<file path="config.mk">
export PLATFORM = sky130hd
export DESIGN_NAME = xc_malu_seq_flat
export DESIGN_NICKNAME = d
export VERILOG_FILES = /design/src/rtl/xc_malu_seq_if.sv /design/src/rtl/xc_malu_seq.sv /design/src/flat_wrapper.sv
export SDC_FILE = /design/constraint.sdc
export NUM_CORES = 1
export LEC_CHECK = 0
export CAP_MARGIN = 20
export CORE_UTILIZATION = 59
export DETAILED_ROUTE_END_ITERATION = 8
export GPL_TIMING_DRIVEN = 0
export MAX_ROUTING_LAYER = met4
export PLACE_DENSITY = 0.87
export SLEW_MARGIN = 20
export SYNTH_ARGS = -nofsm -noshare
export SYNTH_HDL_FRONTEND = slang
export SYNTH_SLANG_ARGS = --single-unit
</file>
<file path="constraint.sdc">
create_clock -name g_clk -period 7.6 [get_ports g_clk]
set_clock_uncertainty 0.2 [all_clocks]
set_input_delay 1.52 -clock g_clk [delete_from_list [all_inputs] [get_ports g_clk]]
set_output_delay 1.52 -clock g_clk [all_outputs]
set_load 0.005 [all_outputs]
</file>
<file path="src/rtl/xc_malu_seq_if.sv">
// Request/response bundle between the execute stage and the multi-precision ALU sequencer.
// master = pipeline side, slave = sequencer side.
interface xc_malu_seq_if #(
  parameter int unsigned XLEN = 32
);
  logic              flush;
  logic              valid;
  logic              op_madd;
  logic              op_msub;
  logic              op_mmul;
  logic [XLEN-1:0]   rs1;
  logic [XLEN-1:0]   rs2;
  logic [XLEN-1:0]   rs3;
  logic              ready;
  logic              busy;
  logic [2*XLEN-1:0] result;

  modport master (
    output flush, valid, op_madd, op_msub, op_mmul, rs1, rs2, rs3,
    input  ready, busy, result
  );

  modport slave (
    input  flush, valid, op_madd, op_msub, op_mmul, rs1, rs2, rs3,
    output ready, busy, result
  );
endinterface

</file>
<file path="src/rtl/xc_malu_seq.sv">
// Multi-cycle sequencer for xc.madd.3 / xc.msub.3 / xc.mmul.3 built around one 33-bit adder.
// madd/msub resolve at accept; mmul runs 32 shift-add iterations.
module xc_malu_seq #(
  parameter int unsigned XLEN = 32
) (
  input logic           g_clk,
  input logic           g_rst,
  xc_malu_seq_if.slave  bus
);

  localparam int unsigned CntW = $clog2(XLEN);

  typedef enum logic [1:0] {StIdle, StRun, StDone} state_e;
  typedef enum logic [1:0] {OpNone, OpMadd, OpMsub, OpMmul} op_e;

  state_e            state_q;
  op_e               op_q;
  logic [XLEN-1:0]   rs2_q;
  logic [2*XLEN:0]   acc_q;
  logic [CntW-1:0]   cnt_q;
  logic [2*XLEN-1:0] result_q;
  logic              ready_q;
  logic              busy_q;

  logic            in_mmul;
  logic            in_msub;
  logic            any_op;
  logic            accept;
  logic            last_iter;
  logic [XLEN-1:0] add_a;
  logic [XLEN-1:0] add_b;
  logic            add_cin;
  logic [XLEN:0]   sum;
  logic [2*XLEN:0] mul_step;
  logic [2*XLEN:0] mul_next;

  assign in_mmul   = bus.op_mmul;
  assign in_msub   = bus.op_msub & ~bus.op_mmul;
  assign any_op    = bus.op_madd | bus.op_msub | bus.op_mmul;
  assign accept    = (state_q == StIdle) & bus.valid & any_op & ~bus.flush;
  assign last_iter = (cnt_q == CntW'(XLEN - 1));

  // The single adder: incoming operands while idle, accumulator + rs2 while iterating.
  always_comb begin
    add_a   = bus.rs1;
    add_b   = in_msub ? ~bus.rs2 : bus.rs2;
    add_cin = in_msub ? ~bus.rs3[0] : bus.rs3[0];
    if (state_q == StRun) begin
      add_a   = acc_q[2*XLEN-1:XLEN];
      add_b   = rs2_q;
      add_cin = 1'b0;
    end
  end

  assign sum      = {1'b0, add_a} + {1'b0, add_b} + {{XLEN{1'b0}}, add_cin};
  assign mul_step = acc_q[0] ? {sum, acc_q[XLEN-1:0]} : acc_q;
  assign mul_next = mul_step >> 1;

  always_ff @(posedge g_clk) begin
    if (g_rst) begin
      state_q  <= StIdle;
      op_q     <= OpNone;
      rs2_q    <= '0;
      acc_q    <= '0;
      cnt_q    <= '0;
      result_q <= '0;
      ready_q  <= 1'b0;
      busy_q   <= 1'b0;
    end else begin
      ready_q <= 1'b0;
      if (bus.flush) begin
        state_q <= StIdle;
        cnt_q   <= '0;
        busy_q  <= 1'b0;
      end else begin
        unique case (state_q)
          StIdle: begin
            if (accept) begin
              state_q <= StRun;
              busy_q  <= 1'b1;
              cnt_q   <= '0;
              rs2_q   <= bus.rs2;
              if (in_mmul) begin
                op_q  <= OpMmul;
                acc_q <= {1'b0, bus.rs3, bus.rs1};
              end else begin
                op_q  <= in_msub ? OpMsub : OpMadd;
                // Bit XLEN holds carry for madd, borrow for msub.
                acc_q <= {{XLEN{1'b0}}, in_msub ? ~sum[XLEN] : sum[XLEN], sum[XLEN-1:0]};
              end
            end
          end
          StRun: begin
            if (op_q == OpMmul) begin
              acc_q <= mul_next;
              cnt_q <= cnt_q + CntW'(1);
              if (last_iter) begin
                state_q  <= StDone;
                ready_q  <= 1'b1;
                result_q <= mul_next[2*XLEN-1:0];
              end
            end else begin
              state_q  <= StDone;
              ready_q  <= 1'b1;
              result_q <= {{(XLEN-1){1'b0}}, acc_q[XLEN:0]};
            end
          end
          StDone: begin
            state_q <= StIdle;
            busy_q  <= 1'b0;
          end
          default: begin
            state_q <= StIdle;
            busy_q  <= 1'b0;
          end
        endcase
      end
    end
  end

  // A flush landing in the DONE cycle must hide that cycle's ready pulse.
  assign bus.ready  = ready_q & ~bus.flush;
  assign bus.busy   = busy_q;
  assign bus.result = result_q;

endmodule

</file>
<file path="src/flat_wrapper.sv">
// flat-port wrapper written by rule: the top's interface ports become plain ports
module xc_malu_seq_flat 
#(
  parameter int unsigned XLEN = 32
)
  (g_clk, g_rst, bus_flush, bus_valid, bus_op_madd, bus_op_msub, bus_op_mmul, bus_rs1, bus_rs2, bus_rs3, bus_ready, bus_busy, bus_result);
  xc_malu_seq_if #(.XLEN(XLEN)) bus_i ();
  input logic g_clk;
  input logic g_rst;
  input wire logic [$bits(bus_i.flush)-1:0] bus_flush;
  input wire logic [$bits(bus_i.valid)-1:0] bus_valid;
  input wire logic [$bits(bus_i.op_madd)-1:0] bus_op_madd;
  input wire logic [$bits(bus_i.op_msub)-1:0] bus_op_msub;
  input wire logic [$bits(bus_i.op_mmul)-1:0] bus_op_mmul;
  input wire logic [$bits(bus_i.rs1)-1:0] bus_rs1;
  input wire logic [$bits(bus_i.rs2)-1:0] bus_rs2;
  input wire logic [$bits(bus_i.rs3)-1:0] bus_rs3;
  output wire logic [$bits(bus_i.ready)-1:0] bus_ready;
  output wire logic [$bits(bus_i.busy)-1:0] bus_busy;
  output wire logic [$bits(bus_i.result)-1:0] bus_result;
  assign bus_i.flush = bus_flush;
  assign bus_i.valid = bus_valid;
  assign bus_i.op_madd = bus_op_madd;
  assign bus_i.op_msub = bus_op_msub;
  assign bus_i.op_mmul = bus_op_mmul;
  assign bus_i.rs1 = bus_rs1;
  assign bus_i.rs2 = bus_rs2;
  assign bus_i.rs3 = bus_rs3;
  assign bus_ready = bus_i.ready;
  assign bus_busy = bus_i.busy;
  assign bus_result = bus_i.result;
  xc_malu_seq #(.XLEN(XLEN)) u_core (.g_clk(g_clk), .g_rst(g_rst), .bus(bus_i));
endmodule
</file>
==> qor.txt <==
CTS max path bufs -> 2
Residual DRC -> 0
Crit-path slowest cell -> o311ai_0
# Post-CTS Setup Buffers -> 0
Max Cap Violations -> 0
Endpoints failing setup -> 0
Die extent in x -> 134.2 um
CP startpoint -> bus_op_msub
I/O Buffers -> 166
Final wirelength -> 41400 um
Largest cells by area after synthesis -> dfxtp_1, nand2_1, a21oi_1
Synthesized cell area -> 10310 um^2
Top-area cell type share of the netlist area -> 33.20%
Final hold slack -> 0.2564 ns
Post-route cell area -> 12860 um^2
Synth area leader -> dfxtp_1
Max_slew headroom -> 24.25%
Area of the multi-input gates -> 6419 um^2
Largest net degree at the start of global routing -> 20
Filler Cell Count -> 1299
Hold Buf Count CTS -> 0
LEAKAGE -> 4.599 nW
Final HPWL DP -> 31770 um
GRT Overall Usage -> 46.81%
Most frequent cells in the layout -> nand2_1, dfxtp_1, clkdlybuf4s50_1
Final Hold Viols -> 0
Hold Crit Start -> u_core.rs2_q[20]
CP top delay family -> compound AO/OA/AOI/OAI gates
Top FF cell, synth -> dfxtp_1
Clk slew on worst S/H paths -> 0.07 ns
GRT overflow -> 0
Met3 usage -> 10.81%
Ports -> 169
Layout area overhead -> 24.69%
Core Util, Final -> 76.45%
HP Class -> reg -> reg
CTS Buf Count -> 17
Placed cell areas -> 12260 um^2
Pwr dens -> 195.5 nW/um^2
Crit path capture type -> flop
Period utilization -> 91.08%
Die span in y -> 134.2 um
Post-synthesis sequential area ratio -> 33.20%
Die area -> 18010 um^2
Minimum clock period -> 6.922 ns
CTS tree -> done
Reg2reg path depth -> 14
Vias in the first global route -> 11180
Syn_nets -> 1565
Setup Total Neg Slack -> 0 ns
Hold path endpoint -> u_core.rs2_q[20]
First-pass GRT wire length -> 61760 um
GP Congestion -> 1.044
Cell variety after synth -> 66
Type of the worst setup path -> in -> reg
Sequential Area -> 3423 um^2
Initial core utilization -> 61.31%
R2r startpoint -> u_core.state_q[0]
CTS H-tree depth -> 4
Num rows -> 47
Initial antenna violation count -> 0
Avg Inst Size Synth -> 7.226 um^2
Reg-to-Reg End -> u_core.acc_q[58]
CP max stage delay -> 0.82 ns
First-pass DRT Iterations -> 7
Antenna cells -> 0
Critical Path RT -> 7.77 ns
Layout cell share with drive strength beyond 1 -> 3.875%
Crit-path max FO -> 10
Worst path bufs/invs -> 3
Commonest non-fill, non-tap cell in the layout -> nand2_1
Ys async rst share -> 0%
Met2 Usage GRT -> 71.10%
Placement Setup Slack -> 0.4501 ns
Cells after Synth -> 1427
FF+latch count, synth -> 171
Worst Max-Slew Pin Slew -> 1.108 ns
CTS sink cnt -> 171
Met1 Usage GRT -> 58.42%
Critical path arrival -> 7.09 ns
Worst Hold Path Cells -> 2
Nets@finish -> 1751
Worst Setup Slack, final -> 0.6781 ns
DRT iter0 DRCs -> 1947
VDD IR-drop max -> 169.9 uV
Outcome -> finished, final reports clean
FMAX -> 144.5 MHz
Clk_lat worst skew -> 0.45 ns
Critical path launch point type -> input pin
Most Used Layer, Global Route -> met2
Number of synthesized flops with an enable pin -> 0
Vias per inst -> 6.522
Root Driver -> clkbuf_16
Area of the core -> 16820 um^2
Antenna-violating nets left -> 0
R2R Setup Slk -> 1.36 ns
CTS resizes -> 0
Vias -> 12040
Routed length per instance -> 22.43 um
Final Max Tran Viols -> 0
RSZ-0062 raised after global routing -> no
Yosys warning total -> 0
Crit path cell chain -> clkdlybuf4s50_1, nor2b_1, clkbuf_1, clkbuf_1, xor2_1, nand2_1, fa_1, fa_1, nand2b_1, a21oi_1, o21ai_0, o21ai_2, a31oi_2, o311ai_0, a22oi_1, o21ai_0
==> how the worst max path moves through the flow <==
stage	endpoint	slack [ns]	depth (start not counted)
after floorplan	u_core.acc_q[32]	2.11	16
after global placement	u_core.acc_q[58]	0.44	15
after detailed placement	u_core.acc_q[61]	0.45	16
after CTS	u_core.acc_q[61]	0.88	16
after global routing	u_core.acc_q[61]	0.54	16
final	u_core.acc_q[61]	0.68	16
==> per-layer routing <==
layer,up-vias,routed length (um)
met1,5447,15460
met4,0,2120
met5,-,0
met2,989,18150
met3,208,5663
li1,5396,-
==> cell type report <==
class | instances | share of cell area [%]
buffer | 113 | 3.367
clock buffer | 17 | 3.309
timing repair buffer | 167 | 12.98
multi-input combinational | 1132 | 49.92
tap | 220 | 2.141
sequential | 171 | 26.63
clock inverter | 15 | 1.333
inverter | 11 | 0.3211
==> kinds of logic (layout without fill, tap and decap cells) <==
logic type	after synthesis	after routing	synth area share [%]
AO/OA/AOI/OAI	392	392	24.67
XOR/XNOR	62	62	5.266
adder cells (fa/ha/maj)	35	35	4.393
buffers and inverters	124	323	4.599
flip-flops	171	171	33.20
multiplexers	30	30	3.009
AND/OR/NAND/NOR	613	613	24.86
==> flip-flops by register name, summed over array words and instances (netlist names) <==
name	flops
u_core.cnt_q	5
u_core.bus.busy	1
u_core.state_q	2
u_core.bus.result	64
u_core.acc_q	64
u_core.rs2_q	32
u_core.op_q	2
u_core.ready_q	1
==> cell usage after synthesis (12+ instances only) <==
| cell type | number |
|---|---|
| and3_1 | 16 |
| xor2_1 | 12 |
| nand3_1 | 26 |
| buf_1 | 15 |
| o21ai_0 | 93 |
| xnor2_1 | 50 |
| mux2i_1 | 22 |
| nor3_1 | 38 |
| ha_1 | 33 |
| a221oi_1 | 13 |
| a311oi_1 | 47 |
| nor2_1 | 123 |
| a21o_1 | 17 |
| clkbuf_1 | 91 |
| nand2_1 | 361 |
| o211ai_1 | 19 |
| dfxtp_1 | 171 |
| a21oi_1 | 125 |
==> worst reg2reg max path: cells and delay by family (launching register included) <==
family          cells  cell delay [ns]
fa+ha+maj           1             0.43
buf+inv             3             1.88
compound gates      8             2.61
mux                 1             0.47
flops               1             0.37
simple gates        1             0.18
==> metrics by stage <==
stage	total power [mW]	cells
after floorplan	1.363	1427
after global placement	1.591	1813
after detailed placement	1.604	1814
after CTS	2.465	1846
after global routing	2.574	1846
final	2.513	1846
==> where the power goes <==
group / switching, mW / internal (mW)
clock network: 0.447 / 0.444
logic: 0.428 / 0.244
registers: 0.0259 / 0.925
total: 0.901 / 1.61
Power figures use the tool's default switching activity.
